File: config.mk
export PLATFORM = sky130hd
export DESIGN_NAME = fxp_acc_stream
export DESIGN_NICKNAME = d
export VERILOG_FILES = /design/src/rtl/fxp_acc_stream.sv
export SDC_FILE = /design/constraint.sdc
export NUM_CORES = 1
export LEC_CHECK = 0
export BUFFER_PORTS_ARGS = -buffer_cell sky130_fd_sc_hd__buf_2
export CAP_MARGIN = 20
export CELL_PAD_IN_SITES_DETAIL_PLACEMENT = 0
export CELL_PAD_IN_SITES_GLOBAL_PLACEMENT = 1
export CORE_ASPECT_RATIO = 0.5
export CORE_MARGIN = 5
export CORE_UTILIZATION = 38
export CTS_CLUSTER_SIZE = 8
export DETAILED_ROUTE_END_ITERATION = 6
export PLACE_DENSITY_LB_ADDON = 0.1
export SKIP_CTS_REPAIR_TIMING = 1
export SLEW_MARGIN = 30
export SYNTH_ARGS = -nofsm -noshare
export SYNTH_HDL_FRONTEND = slang
export SYNTH_SLANG_ARGS = --single-unit
export TNS_END_PERCENT = 10
File: constraint.sdc
create_clock -name clk -period 2.55 [get_ports clk]
set_input_delay 0.3825 -clock clk [delete_from_list [all_inputs] [get_ports clk]]
set_output_delay 0.3825 -clock clk [all_outputs]
set_load 0.02 [all_outputs]
File: src/rtl/fxp_acc_stream.sv
// rtl/fxp_acc_stream.sv - streaming signed fixed-point frame accumulator (optional macro FXP_ACC_SAT_EN: saturate out_data on overflow)
module fxp_acc_stream #(
    parameter int W     = 16,
    parameter int GUARD = 4,
    parameter int CNT_W = 8
) (
    input  logic                    clk,
    input  logic                    rst,
    input  logic                    clr,
    input  logic                    in_valid,
    output logic                    in_ready,
    input  logic signed [W-1:0]     in_data,
    input  logic                    in_last,
    output logic                    out_valid,
    input  logic                    out_ready,
    output logic signed [W-1:0]     out_data,
    output logic [CNT_W-1:0]        out_cnt,
    output logic                    out_ovf
);

    localparam int AW = W + GUARD;

    typedef enum logic [1:0] {
        S_IDLE = 2'd0,
        S_ACC  = 2'd1,
        S_DONE = 2'd2
    } state_t;

    state_t                 state_q, state_d;
    logic signed [AW-1:0]   acc_q, acc_d;
    logic [CNT_W-1:0]       cnt_q, cnt_d;
    logic                   in_ready_q, in_ready_d;
    logic                   out_valid_q, out_valid_d;
    logic signed [W-1:0]    out_data_q, out_data_d;
    logic [CNT_W-1:0]       out_cnt_q, out_cnt_d;
    logic                   out_ovf_q, out_ovf_d;

    logic                   in_xfer;
    logic signed [AW-1:0]   ext;
    logic signed [AW-1:0]   sum;
    logic [CNT_W-1:0]       cnt_inc;
    logic [GUARD:0]         sum_upper;
    logic                   sum_ovf;
    logic signed [W-1:0]    sum_reduced;

    // Datapath: running sum, saturating sample count and range reduction of the frame sum
    always_comb begin
        in_xfer   = in_valid && in_ready_q;
        ext       = {{GUARD{in_data[W-1]}}, in_data};
        sum       = (state_q == S_IDLE) ? ext : acc_q + ext;
        if (state_q == S_IDLE) begin
            cnt_inc = CNT_W'(1);
        end else if (&cnt_q) begin
            cnt_inc = cnt_q;
        end else begin
            cnt_inc = cnt_q + CNT_W'(1);
        end
        // The sum fits in W bits only when all bits from W-1 upward agree
        sum_upper = sum[AW-1:W-1];
        sum_ovf   = !((&sum_upper) || (~|sum_upper));
`ifdef FXP_ACC_SAT_EN
        if (sum_ovf) begin
            sum_reduced = sum[AW-1] ? {1'b1, {(W-1){1'b0}}} : {1'b0, {(W-1){1'b1}}};
        end else begin
            sum_reduced = sum[W-1:0];
        end
`else
        sum_reduced = sum[W-1:0];
`endif
    end

    // Next-state and registered-output logic of the IDLE/ACC/DONE frame FSM
    always_comb begin
        state_d     = state_q;
        acc_d       = acc_q;
        cnt_d       = cnt_q;
        in_ready_d  = in_ready_q;
        out_valid_d = out_valid_q;
        out_data_d  = out_data_q;
        out_cnt_d   = out_cnt_q;
        out_ovf_d   = out_ovf_q;

        if (clr) begin
            state_d     = S_IDLE;
            acc_d       = '0;
            cnt_d       = '0;
            out_valid_d = 1'b0;
            in_ready_d  = 1'b1;
        end else begin
            case (state_q)
                S_IDLE, S_ACC: begin
                    in_ready_d = 1'b1;
                    if (in_xfer) begin
                        acc_d = sum;
                        cnt_d = cnt_inc;
                        if (in_last) begin
                            state_d     = S_DONE;
                            in_ready_d  = 1'b0;
                            out_valid_d = 1'b1;
                            out_data_d  = sum_reduced;
                            out_cnt_d   = cnt_inc;
                            out_ovf_d   = sum_ovf;
                        end else begin
                            state_d = S_ACC;
                        end
                    end
                end
                S_DONE: begin
                    if (out_ready) begin
                        state_d     = S_IDLE;
                        out_valid_d = 1'b0;
                        in_ready_d  = 1'b1;
                        acc_d       = '0;
                        cnt_d       = '0;
                    end
                end
                default: begin
                    state_d    = S_IDLE;
                    in_ready_d = 1'b1;
                end
            endcase
        end
    end

    // State and output registers; reset holds in_ready low until the first edge after release
    always_ff @(posedge clk) begin
        if (rst) begin
            state_q     <= S_IDLE;
            acc_q       <= '0;
            cnt_q       <= '0;
            in_ready_q  <= 1'b0;
            out_valid_q <= 1'b0;
            out_data_q  <= '0;
            out_cnt_q   <= '0;
            out_ovf_q   <= 1'b0;
        end else begin
            state_q     <= state_d;
            acc_q       <= acc_d;
            cnt_q       <= cnt_d;
            in_ready_q  <= in_ready_d;
            out_valid_q <= out_valid_d;
            out_data_q  <= out_data_d;
            out_cnt_q   <= out_cnt_d;
            out_ovf_q   <= out_ovf_d;
        end
    end

    assign in_ready  = in_ready_q;
    assign out_valid = out_valid_q;
    assign out_data  = out_data_q;
    assign out_cnt   = out_cnt_q;
    assign out_ovf   = out_ovf_q;

endmodule

# ---- Yosys cells after proc, flatten, opt, wreduce, memory -nomap -nowiden
# Cells that the tools add are included.
dict set report totals {
  ff_bits 57
  in_bits 22
  elab_cells 54
}
dict set report classes {
  add_sub_neg 2
  eq_ne 6
  n_mux 22
  bitwise_logic 1
  reduce_logical 15
}
# operator count
set ops {}
lappend ops {{20-bit two-way mux} 3}
lappend ops {{20-bit one-hot mux with 2 select lines} 1}
lappend ops {{8-bit two-way mux} 4}
lappend ops {{20-bit by 16-bit adder with 20-bit output} 1}
lappend ops {{8-bit one-hot mux with 2 select lines} 1}
lappend ops {{8-bit by 1-bit adder with 8-bit output (second input constant)} 1}
lappend ops {{4-bit AND reduction} 2}
lappend ops {{8-bit AND reduction} 1}
lappend ops {{1-bit two-way mux} 7}
lappend ops {{2-bit two-way mux} 3}
lappend ops {{2-bit != test (second input constant)} 3}
lappend ops {{5-bit AND reduction} 1}
lappend ops {{5-bit OR reduction} 1}
lappend ops {{1-bit one-hot mux with 2 select lines} 2}
lappend ops {{2-bit one-hot mux with 2 select lines} 1}
lappend ops {{2-bit OR reduction} 2}
lappend ops {{3-bit != test (second input constant)} 1}
lappend ops {{3-bit AND reduction} 1}
lappend ops {{2-bit by 1-bit equality test with 1-bit output (second input constant)} 1}
lappend ops {{2-bit equality test (second input constant)} 1}
lappend ops {{1-bit zero test} 2}
lappend ops {{2-bit zero test} 1}
lappend ops {{2-bit AND reduction} 1}
lappend ops {{2-bit nonzero test} 1}
lappend ops {{other kinds (3)} 3}

# ---- Longest topological paths before layout
dict set report depth {
  ltp_word 6
  depth_mapped 10
  mapped_depth_nobuf 10
}

# ---- Worst setup path before layout
# OpenSTA, ideal clock, no wires.
dict set report synth_timing {
  path_type {input-to-reg}
  start {input in_data[0]}
  end {register out_ovf_q (netlist: out_ovf)}
  setup_time_ps 132
  arrival_ps 2309
  t_required_ps 2418
  setup_slack_ps 109
  cell_stages 10
  path_buffers 0
  path_cell_list {ha_1 > fa_1 > a211oi_1 > o21ai_0 > nand4b_1 > and2_1 > o31ai_1 > a21o_2 > o211ai_1 > o311ai_1}
}
dict set report synth_between {
  elab_chain_cells 6
}
# item line_no
set synth_lines {}
lappend synth_lines {{start: declaration} 12} ;# input logic signed [W-1:0] in_data,
lappend synth_lines {{20-bit by 16-bit adder with 20-bit output (*)} 50} ;# sum = (state_q == S_IDLE) ? ext : acc_q + ext;
lappend synth_lines {{20-bit two-way mux (*)} 50}
lappend synth_lines {{5-bit OR reduction} 60} ;# sum_ovf = !((&sum_upper) || (~|sum_upper));
lappend synth_lines {{1-bit zero test} 60}
lappend synth_lines {{1-bit logical OR (*)} 60}
lappend synth_lines {{1-bit zero test (*)} 60}
lappend synth_lines {{end signal: assignment} 144} ;# out_ovf_q <= out_ovf_d;
lappend synth_lines {{end: declaration} 36} ;# logic out_ovf_q, out_ovf_d;
# Every way passes the cells marked *; elsewhere a longest branch is shown, timed or not.
# A chain may end at the register's enable or synchronous reset.

# ---- Final worst setup path
dict set report layout_timing {
  start {register acc_q[1]}
  end {register out_ovf_q (netlist: out_ovf)}
}
dict set report layout_between {
  elab_chain_cells 6
}
# item line_no
set layout_lines {}
lappend layout_lines {{start: declaration} 30} ;# logic signed [AW-1:0] acc_q, acc_d;
lappend layout_lines {{start signal: assignment} 129} ;# acc_q <= '0;
lappend layout_lines {{start signal: assignment} 138} ;# acc_q <= acc_d;
lappend layout_lines {{20-bit by 16-bit adder with 20-bit output (*)} 50}
lappend layout_lines {{20-bit two-way mux (*)} 50}
lappend layout_lines {{5-bit OR reduction} 60}
lappend layout_lines {{1-bit zero test} 60}
lappend layout_lines {{1-bit logical OR (*)} 60}
lappend layout_lines {{1-bit zero test (*)} 60}
# Marks and branches as above.

==> run_results.csv <==
group,metric,value,unit
place,hpwl,7230,um
die,design.portCount,49,
logic_synthesis,synthDistinctLibCells,55,
logic_synthesis,yosysSeqAreaShare,0.332,
power_and_ir_drop,p_leak,1.91,nW
clocking,cts_tree,"built",
clocking,ctsLongestPathBuffers,2,
worst_setup_path,cpPeakStageDelay,0.33,ns
detailed_routing,firstDrtPassIters,5,
die,initial_core_util,0.392,
logic_synthesis,number_of_enable_flip_flop_cells_after_synthesis,0,
worst_setup_path,worst_path_dominant_cell_family,"compound AO/OA/AOI/OAI gates",
global_route,grt_first_pass_wirelength,17000,um
outcome,outcome,"complete, no violations",
worst_setup_path,worstPathRequired,2.76,ns
detailed_routing,first_iter_violations,245,
finish,syn2layout_area_growth,34.8,%
logic_synthesis,ys_dominant_reg_cell,"dfxtp_1",
logic_synthesis,synth.ff_latch_count,57,
die,fp.dieArea,0.0112,mm^2
sta,minimum_setup_slack_in_the_final_design,0.0976,ns
die,width_of_the_die,144,um
sta,finalClockSkew,0.00812,ns
place,dp_slack,-0.377,ns
job,maxCapViolCount,0,
logic_synthesis,yosysWarningCount,0,
sta,finalWorstPathRequiredPeriod,2.45,ns
sta,maxSlewHeadroom,0.521,
clocking,numCtsBuffers,9,
worst_setup_path,setup_crit_path_kind,"reg2reg",
die,design.core.area,0.00877,mm^2
global_route,number_of_antenna_violations_at_the_first_check_in_global_routing,0,
finish,antennaDiodeCount,0,
logic_synthesis,syn_area,0.00343,mm^2
clocking,worst_setup_hold_path_clk_slew,0.06,ns
finish,final_area,0.00463,mm^2
worst_setup_path,critical_path.slowest_cell,"dfxtp_2",
detailed_routing,via_count,3483,
power_and_ir_drop,total_power_divided_by_cell_area,592,mW/mm^2
logic_synthesis,netlist_instances,445,
clocking,clock_tree.htree_level_count,3,
logic_synthesis,syn_nets,488,
worst_setup_path,worst-path-buf-inv,0,
place,dpl_cell_area,0.00410,mm^2
logic_synthesis,syn_avg_cell_area,7.72,um^2
sta,timing_hold_violations_final,0,
power_and_ir_drop,power,0.00274,W
finish,finalCoreUtilization,0.528,
global_route,grt_pass1_vias,3347,
detailed_routing,route.detailed.drc,0,
detailed_routing,avgRoutedWirePerCell,16.0,um
die,vertical_die_dimension,77.2,um
place,gp_routability_congestion,0.873,
sta,final_max_slew_viol_count,0,
detailed_routing,number_of_routed_nets_with_antenna_violations,0,
detailed_routing,drt-total-wl,10400,um
worst_hold_path,worst_hold_check_path_type,"in2reg",
global_route,total_gr_overflow,0,
power_and_ir_drop,irDropWorstVdd,368,uV
logic_synthesis,postSynth.asyncResetShare,0,
finish,post_route_cells_drive_above_1_share,0.287,
place,port-buffer-count,48,
clocking,clock_sinks,57,
sta,setup_repair_after_global_routing_missed_its_margin,"yes",
worst_setup_path,crit_arrival,2.66,ns
sta,final.period_utilization,0.962,
worst_setup_path,crit_path_max_fanout,3,
worst_setup_path,critical_path.startpoint_type,"flip-flop",
die,row_count,24,
worst_setup_path,worstSetupEndpointType,"flip-flop",
global_route,grt_max_degree,31,
clocking,cts-root-buf,"clkbuf_16",
sta,worstMarginPinSlew,0.718,ns
sta,fmaxAchievable,0.408,GHz
detailed_routing,vias_per_cell,5.33,
clocking,worstSkewPairLatency,0.33,ns
worst_setup_path,chain_of_cells_forming_the_critical_path,"ha_1, a211oi_4, o211ai_1, a22o_1, o31ai_4, xor2_2, a31oi_2, nor2_1, o311ai_1",
sta,finalSetupViolations,0,
finish,design.final.nets,575,
global_route,grt_util_all_layers,0.190,
[logic make-up after synthesis]
logic type / count (synthesis) / share of synthesized area
AND/OR/NAND/NOR: 173 / 0.216
AO/OA/AOI/OAI: 144 / 0.277
flip-flops: 57 / 0.332
buffers and inverters: 28 / 0.0361
adder cells (fa/ha/maj): 21 / 0.0787
XOR/XNOR: 20 / 0.0532
multiplexers: 2 / 0.00583
[final timing paths]
check	from	slack, ns	depth (start not counted)	to
setup / recovery	acc_q[1]	0.1	9	out_ovf
hold reg to reg	out_cnt[4]	0.45	2	out_cnt[4]
setup reg to reg	acc_q[1]	0.1	9	out_ovf
hold / removal	out_ready	0.39	3	in_ready
[metal layers]
layer	vias up	part of all wire	GRT usage
li1	1784	-	-
met4	0	0.0034	0.0382
met2	86	0.41	0.266
met3	6	0.056	0.0510
met1	1607	0.53	0.287
met5	-	0	0
[power by group]
part | switching (W) | internal, W
Combinational | 0.000226 | 0.000156
Sequential | 0.0000126 | 0.000910
Clock | 0.000470 | 0.000964
[synth_stat cells, types with 5 or more instances]
library cell	count	share of area
nor2_1	78	0.085
dfxtp_1	57	0.33
nand2_1	51	0.056
a21oi_1	50	0.073
ha_1	20	0.073
a22oi_1	19	0.042
o21ai_0	19	0.028
clkbuf_1	17	0.019
a211oi_1	12	0.026
nand3_1	11	0.016
nor3_1	11	0.016
xor2_1	10	0.026
xnor2_1	9	0.023
a21o_1	8	0.017
inv_1	6	0.0066
nand3b_1	5	0.011
[layout make-up]
cell class	count	area, um^2
Timing Repair Buffer	98	616
Clock buffer	9	225
Sequential cell	57	1140
Multi-Input combinational cell	360	2350
Tap cell	117	146
Fill cell	857	4140
Inverter	6	22.5
Clock inverter	7	125
[state kept, by name, indices dropped and copies added (netlist names)]
register	flops
acc_q	20
cnt_q	8
in_ready	1
out_cnt	8
out_data	16
out_ovf	1
out_valid	1
state_q	2
[cells in the final DEF, fill, tap and decap left out, drive strengths merged, types with 2 or more instances in the layout]
| cell | n |
|---|---|
| a221oi | 2 |
| inv | 8 |
| o31ai | 3 |
| a21o | 10 |
| nand2 | 51 |
| or2 | 3 |
| a22oi | 19 |
| and2 | 3 |
| nand3b | 5 |
| a211o | 2 |
| clkinv | 2 |
| xor2 | 10 |
| a31oi | 3 |
| mux2i | 2 |
| o211ai | 4 |
| nor3 | 11 |
| nor2 | 78 |
| nand4 | 3 |
| clkbuf | 9 |
| ha | 20 |
| buf | 98 |
| a211oi | 13 |
| nand4b | 2 |
| xnor2 | 10 |
| nand2b | 2 |
| bufinv | 3 |
| a21oi | 50 |
| a2bb2oi | 2 |
| nand3 | 11 |
| o21ai | 21 |
| a32oi | 2 |
| dfxtp | 57 |
| and3 | 3 |
| a2111oi | 2 |
[tightest hold or removal path: stages]
cell,delay [ns]
buf_2,0.11
nand3b_1,0.11
a21oi_1,0.06
[through the flow]
stage | setup TNS (ns) | cells | hold slack, ns
3_3_place_gp | -2.63 | 638 | 0.442
6_report | 0 | 654 | 0.392
5_1_grt | -0.0286 | 654 | 0.396
3_5_place_dp | -2.71 | 638 | 0.441
2_1_floorplan | 0 | 445 | 0.436
4_1_cts | -0.460 | 654 | 0.383
Note: power is estimated with default switching activity, not from simulation.
